--- src/rtl/fifo_pkg.sv ---
// Shared definitions for the fifo_queue slice: read-mode constants and width helpers.
package fifo_pkg;

    localparam int FIFO_MODE_REG  = 0;
    localparam int FIFO_MODE_FWFT = 1;

    // Occupancy counter width: must be able to hold the value DEPTH itself.
    function automatic int fifo_cnt_w(input int depth);
        return (depth < 1) ? 1 : $clog2(depth + 1);
    endfunction

    // Pointer width; a single-entry FIFO still gets a 1-bit pointer held at 0.
    function automatic int fifo_ptr_w(input int depth);
        return (depth > 1) ? $clog2(depth) : 1;
    endfunction

endpackage

--- src/rtl/fifo_wrap_ptr.sv ---
// Modulo-DEPTH pointer with increment enable and synchronous active-low clear.
module fifo_wrap_ptr
    import fifo_pkg::*;
#(
    parameter int DEPTH = 4,
    parameter int PW    = fifo_ptr_w(DEPTH)
) (
    input  logic          clk,
    input  logic          i_clr_n,
    input  logic          i_inc,
    output logic [PW-1:0] o_ptr
);

    logic [PW-1:0] r_ptr;

    // Wrap is an explicit compare so non-power-of-two depths stay in range.
    always_ff @(posedge clk) begin
        if (!i_clr_n) begin
            r_ptr <= '0;
        end else if (i_inc) begin
            r_ptr <= (r_ptr == PW'(DEPTH - 1)) ? '0 : r_ptr + PW'(1);
        end else begin
            r_ptr <= r_ptr;
        end
    end

    assign o_ptr = r_ptr;

endmodule

--- src/rtl/fifo_queue.sv ---
// Synchronous FIFO, arbitrary depth, registered-read or FWFT read mode.
// Define FIFO_ERR_FLAGS_EN to build the sticky overflow/underflow registers.
module fifo_queue
    import fifo_pkg::*;
#(
    parameter int  DATA_WIDTH = 32,
    parameter int  DEPTH      = 4,
    parameter int  FWFT       = FIFO_MODE_REG,
    parameter int  AF_THRESH  = DEPTH - 1,
    parameter int  AE_THRESH  = 1,
    localparam int CW         = fifo_cnt_w(DEPTH)
) (
    input  logic                  clk,
    input  logic                  rst,
    input  logic [DATA_WIDTH-1:0] din,
    input  logic                  din_valid,
    input  logic                  read_en,
    output logic [DATA_WIDTH-1:0] dout,
    output logic                  dout_valid,
    output logic                  empty,
    output logic                  full,
    output logic                  almost_full,
    output logic                  almost_empty,
    output logic [CW-1:0]         count,
    output logic                  overflow,
    output logic                  underflow
);

    localparam int PW = fifo_ptr_w(DEPTH);

    logic [DATA_WIDTH-1:0] r_mem [DEPTH];
    logic [CW-1:0]         r_count;
    logic [PW-1:0]         w_wr_ptr;
    logic [PW-1:0]         w_rd_ptr;
    logic                  w_empty;
    logic                  w_full;
    logic                  w_wr_acc;
    logic                  w_rd_acc;

    assign w_empty  = (r_count == '0);
    assign w_full   = (r_count == CW'(DEPTH));
    assign w_wr_acc = din_valid && !w_full;
    assign w_rd_acc = read_en && !w_empty;

    fifo_wrap_ptr #(.DEPTH(DEPTH), .PW(PW)) u_wr_ptr (
        .clk     (clk),
        .i_clr_n (rst),
        .i_inc   (w_wr_acc),
        .o_ptr   (w_wr_ptr)
    );

    fifo_wrap_ptr #(.DEPTH(DEPTH), .PW(PW)) u_rd_ptr (
        .clk     (clk),
        .i_clr_n (rst),
        .i_inc   (w_rd_acc),
        .o_ptr   (w_rd_ptr)
    );

    // Storage is deliberately not reset; pointers alone define validity.
    always_ff @(posedge clk) begin
        if (rst && w_wr_acc) begin
            r_mem[w_wr_ptr] <= din;
        end
    end

    // Occupancy tracks accepted transfers only; a simultaneous pair cancels.
    always_ff @(posedge clk) begin
        if (!rst) begin
            r_count <= '0;
        end else begin
            case ({w_wr_acc, w_rd_acc})
                2'b10:   r_count <= r_count + CW'(1);
                2'b01:   r_count <= r_count - CW'(1);
                default: r_count <= r_count;
            endcase
        end
    end

    generate
        if (FWFT == FIFO_MODE_FWFT) begin : g_fwft
            assign dout       = r_mem[w_rd_ptr];
            assign dout_valid = !w_empty;
        end else begin : g_reg
            logic [DATA_WIDTH-1:0] r_dout;
            logic                  r_dout_valid;

            // Registered read: dout holds between pops, valid is a one-cycle strobe.
            always_ff @(posedge clk) begin
                if (!rst) begin
                    r_dout       <= '0;
                    r_dout_valid <= 1'b0;
                end else if (w_rd_acc) begin
                    r_dout       <= r_mem[w_rd_ptr];
                    r_dout_valid <= 1'b1;
                end else begin
                    r_dout       <= r_dout;
                    r_dout_valid <= 1'b0;
                end
            end

            assign dout       = r_dout;
            assign dout_valid = r_dout_valid;
        end
    endgenerate

`ifdef FIFO_ERR_FLAGS_EN
    logic r_overflow;
    logic r_underflow;

    // Sticky error flags, cleared only by reset.
    always_ff @(posedge clk) begin
        if (!rst) begin
            r_overflow  <= 1'b0;
            r_underflow <= 1'b0;
        end else begin
            r_overflow  <= r_overflow  | (din_valid && w_full);
            r_underflow <= r_underflow | (read_en && w_empty);
        end
    end

    assign overflow  = r_overflow;
    assign underflow = r_underflow;
`else
    assign overflow  = 1'b0;
    assign underflow = 1'b0;
`endif

    assign empty        = w_empty;
    assign full         = w_full;
    assign almost_full  = (r_count >= CW'(AF_THRESH));
    assign almost_empty = (r_count <= CW'(AE_THRESH));
    assign count        = r_count;

endmodule
--- config.mk ---
export PLATFORM = sky130hd
export DESIGN_NAME = fifo_queue
export DESIGN_NICKNAME = d
export VERILOG_FILES = /design/src/rtl/fifo_pkg.sv /design/src/rtl/fifo_wrap_ptr.sv /design/src/rtl/fifo_queue.sv
export SDC_FILE = /design/constraint.sdc
export NUM_CORES = 1
export LEC_CHECK = 0
export CAP_MARGIN = 25
export CORE_UTILIZATION = 50
export CTS_BUF_LIST = sky130_fd_sc_hd__clkbuf_8
export DETAILED_ROUTE_END_ITERATION = 10
export HOLD_SLACK_MARGIN = 0.12
export PLACE_DENSITY_LB_ADDON = 0.3
export SETUP_SLACK_MARGIN = 0.15
export SLEW_MARGIN = 25
export SYNTH_ARGS = -nofsm -noshare
export SYNTH_HDL_FRONTEND = slang
export SYNTH_SLANG_ARGS = --single-unit
export TNS_END_PERCENT = 100
--- constraint.sdc ---
create_clock -name clk -period 2.8 [get_ports clk]
set_clock_uncertainty 0.2 [all_clocks]
set_input_delay 0.56 -clock clk [delete_from_list [all_inputs] [get_ports clk]]
set_output_delay 0.56 -clock clk [all_outputs]
set_load 0.01 [all_outputs]
==> results.md, run 1 <==
* Status: complete, no violations
* CTS resizes at 3
* Reg area at 0.00465 sq mm
* Setup bufs post-CTS at 0
* Post-route insts no fill at 573
* RSZ-0062 raised after global routing: no
* Setup Total Neg Slack at 0 ns
* Post-synthesis cell count at 308
* Die height at 114 um
* Row cnt at 40
* Multi-input logic area at 0.00144 sq mm
* Wire length of the first global-routing pass at 15900 um
* Final ANT Viol Nets at 0
* Hold Path Class: reg -> reg
* Placed cell count at 541
* Maxcap violations at 0
* Share of layout cells above drive strength 1 at 19.5%
* Clk buf depth at 2
* WL/cell at 17.4 um
* VDD IR max at 0.364 mV
* CTS H-tree depth at 4
* Max Clk Rate at 393 MHz
* Syn-to-layout area delta at 22.0%
* R2R cell count at 3
* Main flop type after synthesis: edfxtp_1
* Fin crit share at 91.0%
* Yosys top cell by area: edfxtp_1
* R2R Path Start: u_rd_ptr.o_ptr[0]
* Routability Congestion at 0.669
* DR DRC count at 0
* Final Hold Vio Count at 0
* Largest net degree at the start of global routing at 35
* Clock tree from TritonCTS: built
* Worst path arrival time at 1.79 ns
* Kind of critical path: reg -> out
* Placed Area at 0.00717 sq mm
* Clk root buf: clkbuf_8
* Synth top area cells: edfxtp_1, dfxtp_1, mux4_2
* Post-Syn Area per Cell at 20.2 sq um
* Worst path required time at 2.04 ns
* Hold depth at 1
* Worst-path fanout max at 5
* Clk Latency, worst-skew pair at 0.44 ns
* I/O pin total at 78
* Asr flop ratio synth at 0%
* Final instance area at 0.00760 sq mm
* Slew @ Worst Pin at 0.890 ns
* Post-synthesis register bit count at 168
* Finished Core Util at 63.0%
* Drt pass-1 iters at 4
* R2r endpoint: dout[17]
* Post-route minimum period at 2.55 ns
* Vias/cell at 5.37
* Reg2Reg Setup Slack at 0.63 ns
* CP endpoint kind: primary output
* CP max stage delay at 0.53 ns
* Count leader, synth: edfxtp_1
* Core Box Area at 0.0121 sq mm
* Total GRT Usage at 17.0%
* Number of synthesized flops with an enable pin at 128
* GRT overflow at 0
* DIE AREA at 0.0129 sq mm
* Synth warn at 0
* Initial antenna violation count at 0
* Worst Setup Start Kind: flip-flop
* Final Max Tran Viols at 0
* WHS Endpoint: dout[7]
* Top cell type's share of synthesized area at 61.7%
* Mapped Area at 0.00623 sq mm
* P_leak at 2.53 nW
* Post-DP HPWL at 6250 um
* Initial Utilization at 51.6%
* FILL cells at 868
* Synth cell types at 30
* Total wire length at 9980 um
* Clock transition at path regs at 0.08 ns
* Layout Nets at 439
* Die width at 114 um
* CTS sink count at 168
* Final setup violating endpoints at 0
* Vias at 3076
* Synth cell count leaders: edfxtp_1, dfxtp_1, a22o_1
* Slew HR at 40.7%
* Cts hold-fix bufs at 0
* P per Cell Area at 808 mW/mm^2
* 1st-iter DRT viols at 132
* Post-synthesis sequential area ratio at 74.6%
* Number of global-route vias before repair at 3036
* CTS Buf Count at 17
* Worst hold path startpoint: dout[7]
* CP max stage cell: clkdlybuf4s50_1
* Cell Chain, Critical Path: inv_1, ha_4, and2_1, clkdlybuf4s50_1
* # port buffers at 75
* Diode count at 0
==> routing by layer <==
metal / global-route usage [%] / vias up / routed length (um)
met5: 0 / - / 0
met4: 8.16 / 0 / 208
met3: 4.57 / 15 / 347
met2: 28.3 / 65 / 5240
met1: 20.7 / 1592 / 4180
li1: - / 1404 / -
==> cell usage in the layout, fill, tap and decap left out, types with 3 or more instances in the layout <==
cell / count
and3_2: 4
bufinv_16: 3
clkdlybuf4s50_1: 74
a22o_1: 32
edfxtp_1: 128
buf_4: 4
clkbuf_8: 17
dfxtp_2: 5
nor2b_1: 3
ha_1: 10
mux4_1: 4
inv_1: 10
mux4_2: 28
and2_1: 3
inv_6: 4
dfxtp_1: 35
buf_12: 4
o21ai_0: 5
nor2_1: 5
clkinvlp_4: 4
==> cell type report <==
class | count | share of cell area [%]
clock inverter | 15 | 2.31
sequential | 168 | 61.2
clock buffer | 17 | 3.08
inverter | 8 | 0.395
tap | 168 | 2.77
multi-input combinational | 114 | 18.9
timing repair buffer | 83 | 11.3
==> power breakdown <==
part,total (mW),internal [mW],switching [mW]
sequential,3.11,2.92,0.199
combinational,1.29,0.778,0.509
clock,1.74,0.883,0.852
==> flip-flops by register name, indices dropped and copies added, names as in the netlist <==
name	flops
dout	32
dout_valid	1
count	3
u_rd_ptr.o_ptr	2
u_wr_ptr.o_ptr	2
r_mem	128
==> per-stage QoR <==
stage                     hold slack, ns  setup WS, ns  total power [mW]
after global placement             0.260         0.336              4.44
after detailed placement           0.263         0.303              4.47
after global routing               0.299         0.140              6.41
final                              0.279         0.253              6.14
after floorplan                    0.311         0.254              3.93
after CTS                          0.287         0.162              6.20
==> worst max-delay path, delay by kind of cell (launching register included) <==
kind / cells / cell delay (ns)
buf+inv: 2 / 0.68
flops: 1 / 0.35
fa+ha+maj: 1 / 0.19
simple gates: 1 / 0.13
==> cell families after synthesis <==
kind of cell / synth area share [%]
xor+xnor: 0.281
simple gates: 2.11
mux: 12.1
flops: 74.6
buf+inv: 2.79
fa+ha+maj: 2.21
compound gates: 5.83
other cells: 0.0602
==> how the worst max path moves through the flow <==
stage              start     endpoint  cells past startpoint
6_report        count[0]         full                      4
5_1_grt         count[0]         full                      4
3_5_place_dp   din_valid  r_mem[2][8]                      4
2_1_floorplan   count[0]  r_mem[0][0]                      4
4_1_cts         count[1]         full                      4
3_3_place_gp   din_valid  r_mem[2][8]                      4
(Power assumes the default switching activity.)
==> run 2, diff against run 1 <==
Settings changed: CTS_CLUSTER_SIZE from default to 20.
==> results of run 2 <==
The final DEF is identical to that of run 1; final timing and power are the same.
